==> config.mk <==
export PLATFORM = sky130hd
export DESIGN_NAME = bip_control_unit
export DESIGN_NICKNAME = d
export VERILOG_FILES = /design/src/rtl/bip_control_unit.sv
export SDC_FILE = /design/constraint.sdc
export NUM_CORES = 1
export LEC_CHECK = 0
export ABC_AREA = 1
export CORE_ASPECT_RATIO = 1.5
export CORE_MARGIN = 3
export CORE_UTILIZATION = 39
export DETAILED_ROUTE_END_ITERATION = 12
export HOLD_SLACK_MARGIN = 0.15
export PLACE_DENSITY = 0.69
export SETUP_SLACK_MARGIN = 0.1
export SYNTH_ARGS = -nofsm -noshare
export SYNTH_HDL_FRONTEND = slang
export SYNTH_SLANG_ARGS = --single-unit
==> constraint.sdc <==
create_clock -name clk -period 3.04 [get_ports clk]
set_input_delay 0.304 -clock clk [delete_from_list [all_inputs] [get_ports clk]]
set_output_delay 0.304 -clock clk [all_outputs]
set_load 0.02 [all_outputs]
==> src/rtl/bip_control_unit.sv <==
// BIP instruction sequencer: two-phase FETCH/EXEC FSM that owns the PC, decodes
// opcode[15:11] and drives accumulator/ALU/RAM strobes only during EXEC.
module bip_control_unit #(
  parameter int PC_WIDTH  = 11,
  parameter int CNT_WIDTH = 32
) (
  input  logic                 clk,
  input  logic                 rst,
  input  logic                 run,
  output logic [PC_WIDTH-1:0]  prog_addr,
  input  logic [15:0]          prog_data,
  output logic [10:0]          operand,
  output logic [1:0]           sel_a,
  output logic                 sel_b,
  output logic                 op_sub,
  output logic                 wr_acc,
  output logic                 wr_ram,
  output logic                 rd_ram,
  output logic                 halted,
  output logic                 illegal,
  output logic [CNT_WIDTH-1:0] cycle_count
);

  localparam logic [1:0] S_IDLE  = 2'd0;
  localparam logic [1:0] S_FETCH = 2'd1;
  localparam logic [1:0] S_EXEC  = 2'd2;
  localparam logic [1:0] S_HALT  = 2'd3;

  localparam logic [4:0] OP_HALT = 5'b00000;
  localparam logic [4:0] OP_STO  = 5'b00001;
  localparam logic [4:0] OP_LD   = 5'b00010;
  localparam logic [4:0] OP_LDI  = 5'b00011;
  localparam logic [4:0] OP_ADD  = 5'b00100;
  localparam logic [4:0] OP_ADDI = 5'b00101;
  localparam logic [4:0] OP_SUB  = 5'b00110;
  localparam logic [4:0] OP_SUBI = 5'b00111;

  localparam logic [PC_WIDTH-1:0]  PC_ONE  = PC_WIDTH'(1);
  localparam logic [CNT_WIDTH-1:0] CNT_ONE = CNT_WIDTH'(1);

  logic [1:0]           state_q, state_d;
  logic [PC_WIDTH-1:0]  pc_q, pc_d;
  logic [CNT_WIDTH-1:0] cnt_q, cnt_d;
  logic                 halted_q, halted_d;
  logic                 illegal_q, illegal_d;

  logic [4:0] opcode;
  logic       op_illegal;

  assign opcode     = prog_data[15:11];
  assign op_illegal = (opcode[4:3] != 2'b00);

  // Controls are a pure function of the registered state, so an async reset
  // drops every strobe in the same instant it forces IDLE.
  always_comb begin
    operand = '0;
    sel_a   = 2'b00;
    sel_b   = 1'b0;
    op_sub  = 1'b0;
    wr_acc  = 1'b0;
    wr_ram  = 1'b0;
    rd_ram  = 1'b0;
    if (state_q == S_EXEC) begin
      operand = prog_data[10:0];
      case (opcode)
        OP_STO:  wr_ram = 1'b1;
        OP_LD:   begin rd_ram = 1'b1; wr_acc = 1'b1; end
        OP_LDI:  begin wr_acc = 1'b1; sel_a = 2'b01; end
        OP_ADD:  begin rd_ram = 1'b1; wr_acc = 1'b1; sel_a = 2'b10; end
        OP_ADDI: begin wr_acc = 1'b1; sel_a = 2'b10; sel_b = 1'b1; end
        OP_SUB:  begin rd_ram = 1'b1; wr_acc = 1'b1; sel_a = 2'b10; op_sub = 1'b1; end
        OP_SUBI: begin wr_acc = 1'b1; sel_a = 2'b10; sel_b = 1'b1; op_sub = 1'b1; end
        default: ;
      endcase
    end
  end

  always_comb begin
    state_d   = state_q;
    pc_d      = pc_q;
    halted_d  = halted_q;
    illegal_d = illegal_q;
    case (state_q)
      S_IDLE:  if (run) state_d = S_FETCH;
      S_FETCH: state_d = S_EXEC;
      S_EXEC: begin
        if (opcode == OP_HALT) begin
          state_d  = S_HALT;
          halted_d = 1'b1;
        end else if (op_illegal) begin
          state_d   = S_HALT;
          halted_d  = 1'b1;
          illegal_d = 1'b1;
        end else begin
          state_d = S_FETCH;
          pc_d    = pc_q + PC_ONE;
        end
      end
      S_HALT:  state_d = S_HALT;
      default: state_d = S_IDLE;
    endcase
  end

  assign cnt_d = ((state_q == S_FETCH) || (state_q == S_EXEC)) ? cnt_q + CNT_ONE : cnt_q;

  always_ff @(posedge clk or negedge rst) begin
    if (!rst) begin
      state_q   <= S_IDLE;
      pc_q      <= '0;
      cnt_q     <= '0;
      halted_q  <= 1'b0;
      illegal_q <= 1'b0;
    end else begin
      state_q   <= state_d;
      pc_q      <= pc_d;
      cnt_q     <= cnt_d;
      halted_q  <= halted_d;
      illegal_q <= illegal_d;
    end
  end

  assign prog_addr   = pc_q;
  assign halted      = halted_q;
  assign illegal     = illegal_q;
  assign cycle_count = cnt_q;

endmodule

==> flow_metrics.py <==
metrics = {
    "outcome": {
        "status": "completed",
    },
    "floorplanning": {
        "die_y_um": 106.9,
        "row_count": 36,
        "dieArea_mm2": 0.007830,
        "die_x_um": 73.26,
        "ios": 82,
        "core_area_mm2": 0.006531,
        "initial_core_util_pct": 40.52,
    },
    "power_and_ir_drop": {
        "powerDensity_mw_per_mm2": 571.9,
        "p_total_mw": 2.104,
        "total_leakage_power_nw": 1.777,
        "vdd_drop_max_mv": 0.6001,
    },
    "route": {
        "firstDrtPassIters": 4,
        "via_per_inst": 4.721,
        "wl_mm": 6.148,
        "antenna_left": 0,
        "drt_iter0_drc": 123,
        "vias": 2356,
        "wl_per_cell_um": 12.32,
        "drc_errors": 0,
    },
    "cts": {
        "clock_sinks": 47,
        "cts_resized": 0,
        "worstSkewPairLatency_ns": 0.30,
        "cts-root-buf": "clkbuf_8",
        "cts_buffers": 5,
        "path_clk_slew_ns": 0.09,
        "post_cts_buffers": 0,
        "cts_tree": "done",
        "htree_levels": 2,
        "hold_buffers": 0,
        "clk_path_buf_depth": 2,
    },
    "placed_design": {
        "hpwl_mm": 4.856,
        "gp_congestion": 0.8485,
        "io_buffers": 81,
        "placed_cells": 491,
    },
    "synthesis": {
        "yosys_warnings": 0,
        "yosysTopAreaCell": "dfrtp_1",
        "synth_fa_ha_area_share_pct": 2.837,
        "ys_seq_area_share_pct": 44.44,
        "syn_nets": 360,
        "synth_ff_type": "dfrtp_1",
        "async_reset_ff_share_pct": 100.0,
        "synth_compound_area_share_pct": 1.087,
        "syn_inst": 335,
        "synth-edff-count": 0,
        "muxShareOfSynthArea_pct": 0.4255,
        "synth_top_cell_area_share_pct": 44.44,
        "syn_area_mm2": 0.002646,
        "yosys_register_bits": 47,
        "synth_cell_types": 26,
        "yosys.area_share.simple_pct": 33.85,
        "synth_top_family_by_area": "simple AND/OR/NAND/NOR gates",
        "syn_avg_cell_area_um2": 7.899,
        "yosys.area_share.xor_xnor_pct": 9.267,
        "synth_top_cells_by_area": "dfrtp_1, nand2_1, inv_1, nor2_1, xnor2_1",
    },
    "global_routing": {
        "grtUsageTotal_pct": 16.61,
        "antenna_found_initial": 0,
        "grt_pass1_wl_mm": 10.40,
        "overflow": 0,
        "grt_max_degree": 48,
        "grt_pass1_vias": 2337,
    },
    "setup_path": {
        "slowest_stage": "clkdlybuf4s50_1",
        "r2r_end": "cycle_count[30]",
        "worstSetupEndpoint": "sel_a[0]",
        "path_cells": "inv_1, ha_1, buf_4, nand2_1, nor4_1, clkdlybuf4s50_1",
        "cp_num_buf_inv": 3,
        "cp.depth": 6,
        "endpoint_kind": "output port",
        "cp_max_fo": 15,
        "crit_type": "reg2out",
        "cp_slowest_stage_delay_ns": 0.66,
        "arrival_ns": 2.24,
        "crit_required_ns": 2.74,
        "regToRegSetupSlack_ns": 1.05,
        "cp_top_family": "buffers and inverters",
        "rr_worst_depth": 9,
        "cp-start-kind": "register",
        "r2r-start": "state_q[0]",
        "crit_start": "state_q[0]",
    },
    "cells_and_area": {
        "antenna-diode-count": 0,
        "drive_gt1_share_pct": 6.856,
        "utilization_pct": 56.34,
        "nets": 447,
        "finalNonFillerCells": 499,
        "areaGrowthSynthToFinish_pct": 39.05,
    },
    "timing": {
        "finalSetupViolCount": 0,
        "finalCritPeriodShare_pct": 83.80,
        "whs_ns": 0.1745,
        "skew_ns": 0.008684,
        "rsz0062_at_grt": "false",
        "fin_crit_ns": 2.547,
        "hold_viol": 0,
        "worstMarginPinSlew_ns": 1.031,
        "slew_violations": 0,
        "final.setup.tns_ns": 0,
        "slew_headroom_pct": 31.28,
        "max_freq_ghz": 0.3926,
    },
    "job": {
        "maxCapViolCount": 0,
    },
    "hold_path": {
        "hp-class": "in2async",
    },
}
==> final cells by class <==
| type | instances | area [um^2] |
|---|---|---|
| flip-flops and latches | 47 | 1176 |
| inverters | 54 | 202.7 |
| repair buffers | 82 | 813.3 |
| multi-input cells | 232 | 1256 |
| clock inverters | 3 | 67.56 |
| well taps | 76 | 95.09 |
| clock buffers | 5 | 68.82 |
| fillers | 621 | 2851 |
==> layer usage <==
layer  vias to the layer above  part of all wire [%]  track usage (%)
li1                       1191                     -                -
met1                      1101                    42            20.08
met2                        55                    51            28.62
met3                         9                   4.2            3.565
met4                         0                   2.1            5.541
met5                         -                     0                0
==> flip-flops by register name, summed over array words and instances, names as in the netlist <==
signal	flops
halted	1
illegal	1
state_q	2
cycle_count	32
prog_addr	11
==> worst register-to-register path: stages (launching register included) <==
cell and delay (ns):
dfrtp_1 0.41, inv_1 0.10, ha_1 0.50, nand3_2 0.14, nor2_4 0.18, nand2_2 0.09
nor2_2 0.23, nand3_1 0.11, nand2_1 0.08, nand2_1 0.05
==> cells by family (layout without fill, tap and decap cells) <==
family	count (synthesis)	after routing
AOI/OAI and AO/OA	5	5
xor gates and xnor gates	28	28
adders and majority gates	6	6
buffers and inverters	56	144
DFF	47	47
muxes	1	1
and+or+nand+nor	192	192
==> per-stage QoR <==
| step | setup WS (ns) | instance area [um^2] |
|---|---|---|
| after global routing | 0.3534 | 3680 |
| after floorplan | 1.209 | 2646 |
| final | 0.4926 | 3680 |
| after CTS | 0.4686 | 3680 |
| after detailed placement | 0.6373 | 3543 |
| after global placement | 0.7364 | 3543 |
==> synthesized netlist by cell type, drive strengths merged, types with 2 or more instances <==
cell type,number
nand2,103
nor2,48
dfrtp,47
xor2,14
nand4,9
nor4,2
inv,54
nand3,20
o21ai,3
nand3b,5
xnor2,14
ha,6
nor3,4
==> where the power goes <==
| part | switching [mW] | total, mW | internal [mW] |
|---|---|---|---|
| logic | 0.403 | 0.734 | 0.331 |
| registers | 0.109 | 0.819 | 0.710 |
| clock network | 0.223 | 0.551 | 0.328 |
==> worst min path at each step <==
stage               startpoint               to  slack [ns]  depth (start not counted)
floorplan                  rst   cycle_count[0]       0.008                          0
global placement        halted           halted        0.45                          2
detailed placement      halted           halted        0.45                          2
CTS                        rst  cycle_count[15]        0.22                          1
global route               rst  cycle_count[15]        0.26                          1
finish                     rst  cycle_count[26]        0.17                          1
==> cell usage in the layout (no fill, tap or decap), types with 3 or more instances in the layout <==
cell / n
nand2_1: 99
clkdlybuf4s50_1: 80
inv_1: 54
dfrtp_1: 47
nor2_1: 37
nand3_1: 17
xnor2_1: 14
xor2_1: 14
nand4_1: 9
nor2_4: 6
ha_1: 6
nor2_2: 5
nand3b_1: 5
clkbuf_8: 5
nor3_1: 4
nand2_2: 3
Note: power is estimated with default switching activity, not from simulation.
